`config.mk`:
```
export PLATFORM = sky130hd
export DESIGN_NAME = counter_193_sync
export DESIGN_NICKNAME = d
export VERILOG_FILES = /design/src/rtl/counter_pkg.sv /design/src/rtl/counter_193_sync_rise_detect.sv /design/src/rtl/counter_193_sync.sv
export SDC_FILE = /design/constraint.sdc
export NUM_CORES = 1
export LEC_CHECK = 0
export BUFFER_PORTS_ARGS = -buffer_cell sky130_fd_sc_hd__buf_2
export CAP_MARGIN = 20
export CORE_AREA = 2 2 39 41
export DETAILED_ROUTE_END_ITERATION = 6
export DIE_AREA = 0 0 41 43
export GPL_ROUTABILITY_DRIVEN = 0
export GPL_TIMING_DRIVEN = 0
export SLEW_MARGIN = 20
export SYNTH_ARGS = -nofsm -noshare
export SYNTH_HDL_FRONTEND = slang
export SYNTH_SLANG_ARGS = --single-unit
```
`constraint.sdc`:
```
create_clock -name clk -period 6.25 [get_ports clk]
set_clock_uncertainty 0.15 [all_clocks]
set_input_delay 0.625 -clock clk [delete_from_list [all_inputs] [get_ports clk]]
set_output_delay 0.625 -clock clk [all_outputs]
set_load 0.02 [all_outputs]
```
`src/rtl/counter_pkg.sv`:
```
`default_nettype none
// ============================================================================
// Module      : counter_pkg
// Description : Shared definitions for the counter_193_sync block:
//               - default counter width and its terminal values
//               - the per-cycle action decoded by the counter datapath
// Revision    : 1.0 - initial release
// ============================================================================
package counter_pkg;

  // Default counter / preset width in bits.
  localparam int CNT_WIDTH = 4;

  // Terminal values at the default width: all-ones ends an up count and
  // zero ends a down count.
  localparam logic [CNT_WIDTH-1:0] CNT_ALL_ONES = '1;
  localparam logic [CNT_WIDTH-1:0] CNT_ZERO     = '0;

  // Action selected for the counter register on a given clock edge,
  // already resolved by priority (clear > load > count > hold).
  typedef enum logic [2:0] {
    OP_HOLD  = 3'd0,
    OP_CLEAR = 3'd1,
    OP_LOAD  = 3'd2,
    OP_UP    = 3'd3,
    OP_DOWN  = 3'd4
  } cnt_op_e;

endpackage : counter_pkg
`default_nettype wire

```
`src/rtl/counter_193_sync_rise_detect.sv`:
```
`default_nettype none
// ============================================================================
// Module      : rise_detect
// Description : Single-bit registered rising-edge detector. The previous-
//               cycle copy of the input resets to 1, so an input that is
//               already high when reset is released never looks like a
//               fresh low-to-high transition.
// Ports       : clk    - system clock, rising edge
//               rst    - synchronous active-high reset
//               i_d    - sampled level
//               o_rise - high for the cycle in which i_d is 1 and was 0
//                        on the previous clock
// Revision    : 1.0 - initial release
// ============================================================================
module rise_detect (
  input  logic clk,
  input  logic rst,
  input  logic i_d,
  output logic o_rise
);

  logic r_prev;

  // Loads every cycle; nothing else in the design can stall it.
  always_ff @(posedge clk) begin
    if (rst) begin
      r_prev <= 1'b1;
    end else begin
      r_prev <= i_d;
    end
  end

  assign o_rise = i_d & ~r_prev;

endmodule : rise_detect
`default_nettype wire

```
`src/rtl/counter_193_sync.sv`:
```
`default_nettype none
// ============================================================================
// Module      : counter_193_sync
// Description : Single-clock-domain model of a 74x193 presettable binary
//               up/down counter. Count strobes are sampled on clk and
//               edge-detected internally; clear and parallel load are
//               synchronous. Terminal-count outputs are active low and are
//               formed from the registered count and the live strobes so
//               that stages can be cascaded the way the discrete part is.
// Ports       : clk  - system clock, rising edge
//               rst  - synchronous active-high reset
//               clr  - functional clear, active high
//               npl  - parallel load, active low
//               p    - preset data [WIDTH-1:0]
//               cpu  - count-up strobe, counts on its rising transition
//               cpd  - count-down strobe, counts on its rising transition
//               q    - registered count [WIDTH-1:0]
//               ntcu - carry, low while q is all-ones and cpu is low
//               ntcd - borrow, low while q is zero and cpd is low
// Revision    : 1.0 - initial release
// ============================================================================
module counter_193_sync
  import counter_pkg::*;
#(
  parameter int WIDTH = CNT_WIDTH
) (
  input  logic             clk,
  input  logic             rst,
  input  logic             clr,
  input  logic             npl,
  input  logic [WIDTH-1:0] p,
  input  logic             cpu,
  input  logic             cpd,
  output logic [WIDTH-1:0] q,
  output logic             ntcu,
  output logic             ntcd
);

  localparam logic [WIDTH-1:0] c_ALL_ONES = '1;
  localparam logic [WIDTH-1:0] c_ZERO     = '0;
  localparam logic [WIDTH-1:0] c_ONE      = {{(WIDTH-1){1'b0}}, 1'b1};

  logic             w_up_edge;
  logic             w_dn_edge;
  cnt_op_e          w_op;
  logic [WIDTH-1:0] w_q_next;
  logic [WIDTH-1:0] r_q;

  // --------------------------------------------------------------------------
  // Strobe edge detection
  // --------------------------------------------------------------------------
  rise_detect u_rise_cpu (
    .clk    (clk),
    .rst    (rst),
    .i_d    (cpu),
    .o_rise (w_up_edge)
  );

  rise_detect u_rise_cpd (
    .clk    (clk),
    .rst    (rst),
    .i_d    (cpd),
    .o_rise (w_dn_edge)
  );

  // --------------------------------------------------------------------------
  // Action decode
  // An up edge only counts while cpd is held high and a down edge only
  // while cpu is held high, as on the discrete part. When both strobes rise
  // in the same cycle both inhibits are released at once; that case is
  // resolved as "no count" rather than letting one direction win.
  // --------------------------------------------------------------------------
  always_comb begin
    w_op = OP_HOLD;
    if (clr) begin
      w_op = OP_CLEAR;
    end else if (!npl) begin
      w_op = OP_LOAD;
    end else if (w_up_edge && w_dn_edge) begin
      w_op = OP_HOLD;
    end else if (w_up_edge && cpd) begin
      w_op = OP_UP;
    end else if (w_dn_edge && cpu) begin
      w_op = OP_DOWN;
    end
  end

  // --------------------------------------------------------------------------
  // Next-count datapath; arithmetic wraps naturally at WIDTH bits.
  // --------------------------------------------------------------------------
  always_comb begin
    w_q_next = r_q;
    case (w_op)
      OP_CLEAR: w_q_next = c_ZERO;
      OP_LOAD:  w_q_next = p;
      OP_UP:    w_q_next = r_q + c_ONE;
      OP_DOWN:  w_q_next = r_q - c_ONE;
      default:  w_q_next = r_q;
    endcase
  end

  always_ff @(posedge clk) begin
    if (rst) begin
      r_q <= c_ZERO;
    end else begin
      r_q <= w_q_next;
    end
  end

  assign q = r_q;

  // --------------------------------------------------------------------------
  // Terminal-count outputs. These deliberately see the live strobe rather
  // than a registered copy: at the terminal value the output follows the
  // strobe, so a downstream stage's strobe input gets a rising edge exactly
  // when this stage's strobe returns high and the count wraps.
  // --------------------------------------------------------------------------
  assign ntcu = ~(~cpu && (r_q == c_ALL_ONES));
  assign ntcd = ~(~cpd && (r_q == c_ZERO));

endmodule : counter_193_sync
`default_nettype wire

```
# After elaboration in Yosys (flattened, before gate mapping)
# Index checks and enable logic that the tools add are counted.
[totals]
regBits = 6
input_bits = 10
out_inout_bits = 6
word_cells = 31
[classes]
add_sub_neg = 2
eq_ne = 5
muxes = 6
bitwise = 8
reduce_logical = 7
[ops]
columns = ["operator", "count"]
rows = [
  ["one-hot mux 4 bit (4 select lines)", 1],
  ["two-way mux 3 bit", 5],
  ["== test 3 x 2 -> 1 bit (second input constant)", 2],
  ["NOT 1 bit", 6],
  ["logical AND 1 bit", 5],
  ["adder 4 x 1 -> 4 bit (second input constant)", 1],
  ["== test 4 bit (second input constant)", 1],
  ["logical NOT 4 bit", 1],
  ["nonzero test 4 bit", 1],
  ["subtractor 4 x 1 -> 4 bit (second input constant)", 1],
  ["== test 3 x 1 -> 1 bit (second input constant)", 1],
  ["== test 3 bit (second input constant)", 1],
  ["bitwise AND 1 bit", 2],
]

# Depth between registers and ports, before layout
[logic_depth]
word_depth = 10
mapped_depth = 7
depth_no_buf = 7

# By module
# A second synthesis with hierarchy kept.
[unflattened]
hier_cells = 48
hier_area_um2 = 412.9
[modules_own_cells]
columns = ["module", "n_inst", "cells_each", "area_each_um2", "seq_area_each_um2"]
rows = [
  ["counter_193_sync", 1, 42, 347.8, 80.1],
  ["rise_detect", 2, 3, 32.5, 20.0],
]

# Least setup slack after synthesis
# Ideal clock, no wire load.
[synth_path]
kind = "in2reg"
start = "input port clr"
end = "register r_q[3] (netlist: q[3])"
setup_time_ns = 0.074
t_arrival_ns = 2.491
required_ns = 6.026
path_slack_ns = 3.535
cell_stages = 7
path_buffers = 0
path_cell_list = "nand4b_2 -> nor3b_1 -> ha_1 -> a21oi_1 -> a21oi_1 -> or4_1 -> a31oi_1"
[synth_between]
elab_chain_len = 3
[synth_rtl]
columns = ["element", "line_no", "text"]
rows = [
  ["from (decl)", "counter_193_sync.sv:29", "input logic clr,"],
  ["two-way mux 3 bit *", "counter_193_sync.sv:75", "if (clr) begin"],
  ["== test 3 bit (tied with other cells)", "counter_193_sync.sv:93", "case (w_op)"],
  ["one-hot mux 4 bit (4 select lines) or nonzero test 4 bit (tied branches)", "n/a", ""],
  ["to (signal assigned)", "counter_193_sync.sv:104", "r_q <= c_ZERO;"],
  ["to (signal assigned)", "counter_193_sync.sv:106", "r_q <= w_q_next;"],
  ["to (decl)", "counter_193_sync.sv:47", "logic [WIDTH-1:0] r_q;"],
]
# Every way passes the cells marked *; elsewhere a longest branch is shown, timed or not.
# A chain may end at the register's enable or synchronous reset.

# Worst setup path in the final report
# Same ends and word-level chain as after synthesis.

==> impl_results.md <==
* Outcome: finished, final reports clean
* Total global routing track utilization at 13.98%
* Starting Density at between 20 and 30%
* Number of clock sinks at 6
* Final nets at approximately 80
* Worst setup margin at 3.369 ns
* Min-delay worst type: reg -> reg
* Layout cells sized above 1 at 31.82%
* Routed Antenna Nets at 0
* Required @ worst endpoint at 6.26 ns
* Vias in the first global route at slightly below 400
* CTS tree: done
* Via-to-Cell Ratio at 5.268
* DR vias at 432
* # placed instances at 79
* Total power at 0.09449 mW
* CP Class: in -> reg
* # rows at 14
* Fmax achieved at about 0.35 GHz
* Worst setup SP type: primary input
* Crit. End Element: flop
* Worst path top cell family by delay: simple AND/OR/NAND/NOR gates
* Top post-synthesis cells by count: 6 x dfxtp_1, 5 x a21oi_1, 4 x nor2_1, 3 x nand2_1
* CP max FO at 6
* Synth Register Bits at 6
* Drt first-iter violations at 7
* H-tree depth at 1
* Seq/Total Area, Yosys at between 20 and 30%
* Worst-skew pair later-pin latency at 0.24 ns
* Port Buffers at 15
* PwrDens at 180.2 nW/um2
* Dominant cells by area after synthesis: dfxtp_1 30%, a21oi_1 6.2%, ha_1 6.2%, fa_1 4.9%, o211a_1 4.9%
* Initial antenna violation count at 0
* Final Setup Violations at 0
* Crit-path slowest cell: nor3b_1
* Worst slew margin at 62.68%
* Post-synth cell types at 25
* Area grow syn2layout at 28.92%
* Place WS at 3.074 ns
* Clk slew on worst S/H paths at about 0.04 ns
* Final min period at 2.881 ns
* Slew Viols, Final at 0
* Asr flop ratio synth at 0%
* Finished Layout Cells at 82
* Core ar. at 1384 um2
* Die area at around 1800 um2
* Synth top area share at about 30%
* Avg Cell Area, Syn at 8.472 um2
* Post-CTS Setup Inserts at 0
* Worst VDD drop at 0.09172 mV
* Die Y at 43 um
* Clk root buf: clkbuf_4
* Yosys warning total at 0
* RSZ-0062 raised after global routing: false
* Post-DP HPWL at 784.9 um
* Global route overflow at 0
* Final wirelength at slightly below 1000 um
* I/O Pins at 16
* Mapped Cells at 48
* Largest net degree at the start of global routing at 8
* Critical path cell sequence: buf_2 > nand4b_2 > nor3b_1 > ha_1 > a21oi_1 > a21oi_1 > or4_1 > a31oi_1
* Critical path buffers and inverters at 1
* Max-cap violations at 0
* Resized cells post-CTS at 0
* CP max stage delay at roughly 0.54 ns
* Total CTS buffers at 3
* Synth area leader: dfxtp_1
* Slew @ Worst Pin at around 0.56 ns
* Most numerous cell in the Yosys netlist: dfxtp_1
* Drt wl/cell at 12.01 um
* N_diodes at 0
* Synthesized Nets at ~60
* Post-synth EDFFs at 0
* Cell mode on critical path: a21oi_1
* Period Utilization, post-route at between 40% and 50%
* Hold Buf Count CTS at 0
* Leak Pwr at 0.2587 nW
* CP Data Arrival Time at 2.89 ns
* Pre-Repair DR Iteration Count at 4
* FILL cells at 153
* Setup_tns at 0 ns
* Post-Syn Area at 406.6 um2
* Die W at a little over 40 um
* CTS max path bufs at 2
* Post-route DRC at 0
* Post-synth top flop: dfxtp_1
* Final hold vios at 0
* First-pass GRT wire length at roughly 1600 um
cells by family after synthesis:
| logic type | synth area share (%) |
|---|---|
| fa+ha+maj | 11.08 |
| buf+inv | 1.847 |
| compound gates | 23.08 |
| flops | 29.54 |
| xor+xnor | 4.308 |
| simple gates | 30.15 |
layout by cell type, fill, tap and decap left out, drive strengths merged, types with 2 or more instances in the layout:
master	instances
nand3	2
inv	2
o211a	2
nor2	4
o21ai	2
dfxtp	6
nand2	3
ha	2
or2	2
a21oi	5
or3	2
buf	15
clkbuf	3
a21o	2
nand2b	2
worst register-to-register path: stages, from the launching register on:
cell     delay, ns
dfxtp_1       0.35
nor3b_1       0.49
ha_1          0.38
a21oi_1       0.19
a21oi_1       0.10
or4_1         0.50
a31oi_1       0.17
layout make-up:
class / instances / area (um2) / area share [%]
multi-input combinational: 40 / 279.0 / 53.22
sequential: 6 / 120.1 / 22.91
timing repair buffer: 15 / 75.07 / 14.32
clock buffer: 3 / 22.52 / 4.296
tap: 16 / 20.02 / 3.819
inverter: 2 / 7.507 / 1.432
flip-flops by register name, summed over array words and instances (netlist names):
signal / cells
u_rise_cpd.r_prev: 1
u_rise_cpu.r_prev: 1
q: 4
worst paths after layout:
kind,cells past startpoint,slack [ns],from,to
hold / removal,3,0.44,u_rise_cpd.r_prev$_SDFF_PP1_,q[3]$_SDFFE_PP0P_
setup / recovery,8,3.37,clr,q[3]$_SDFFE_PP0P_
setup reg to reg,6,3.86,u_rise_cpu.r_prev$_SDFF_PP1_,q[3]$_SDFFE_PP0P_
hold reg to reg,3,0.44,u_rise_cpd.r_prev$_SDFF_PP1_,q[3]$_SDFFE_PP0P_
power by group:
group          total (mW)  internal, mW  switching, mW
Clock              0.0342        0.0216         0.0126
Combinational      0.0179       0.00794         0.0100
Sequential         0.0423        0.0402        0.00208
layer usage:
metal  share of wire (%)  up-vias  wire length (um)  track usage [%]
met5                   0        -                 0                0
met3                 5.1        2                50            3.141
li1                    -      216                 -                -
met1                  45      197               446            18.12
met4                 1.4        0                14            10.00
met2                  48       17               475            19.38
per-stage QoR:
stage | util (%) | area (um2) | hold slack, ns
3_3_place_gp | 36.26 | 501.7 | 0.4374
3_5_place_dp | 36.26 | 501.7 | 0.4472
2_1_floorplan | - | 406.6 | 0.4097
6_report | 37.88 | 524.3 | 0.4448
4_1_cts | 37.88 | 524.3 | 0.4524
5_1_grt | 37.88 | 524.3 | 0.4787
(Power assumes the default switching activity.)
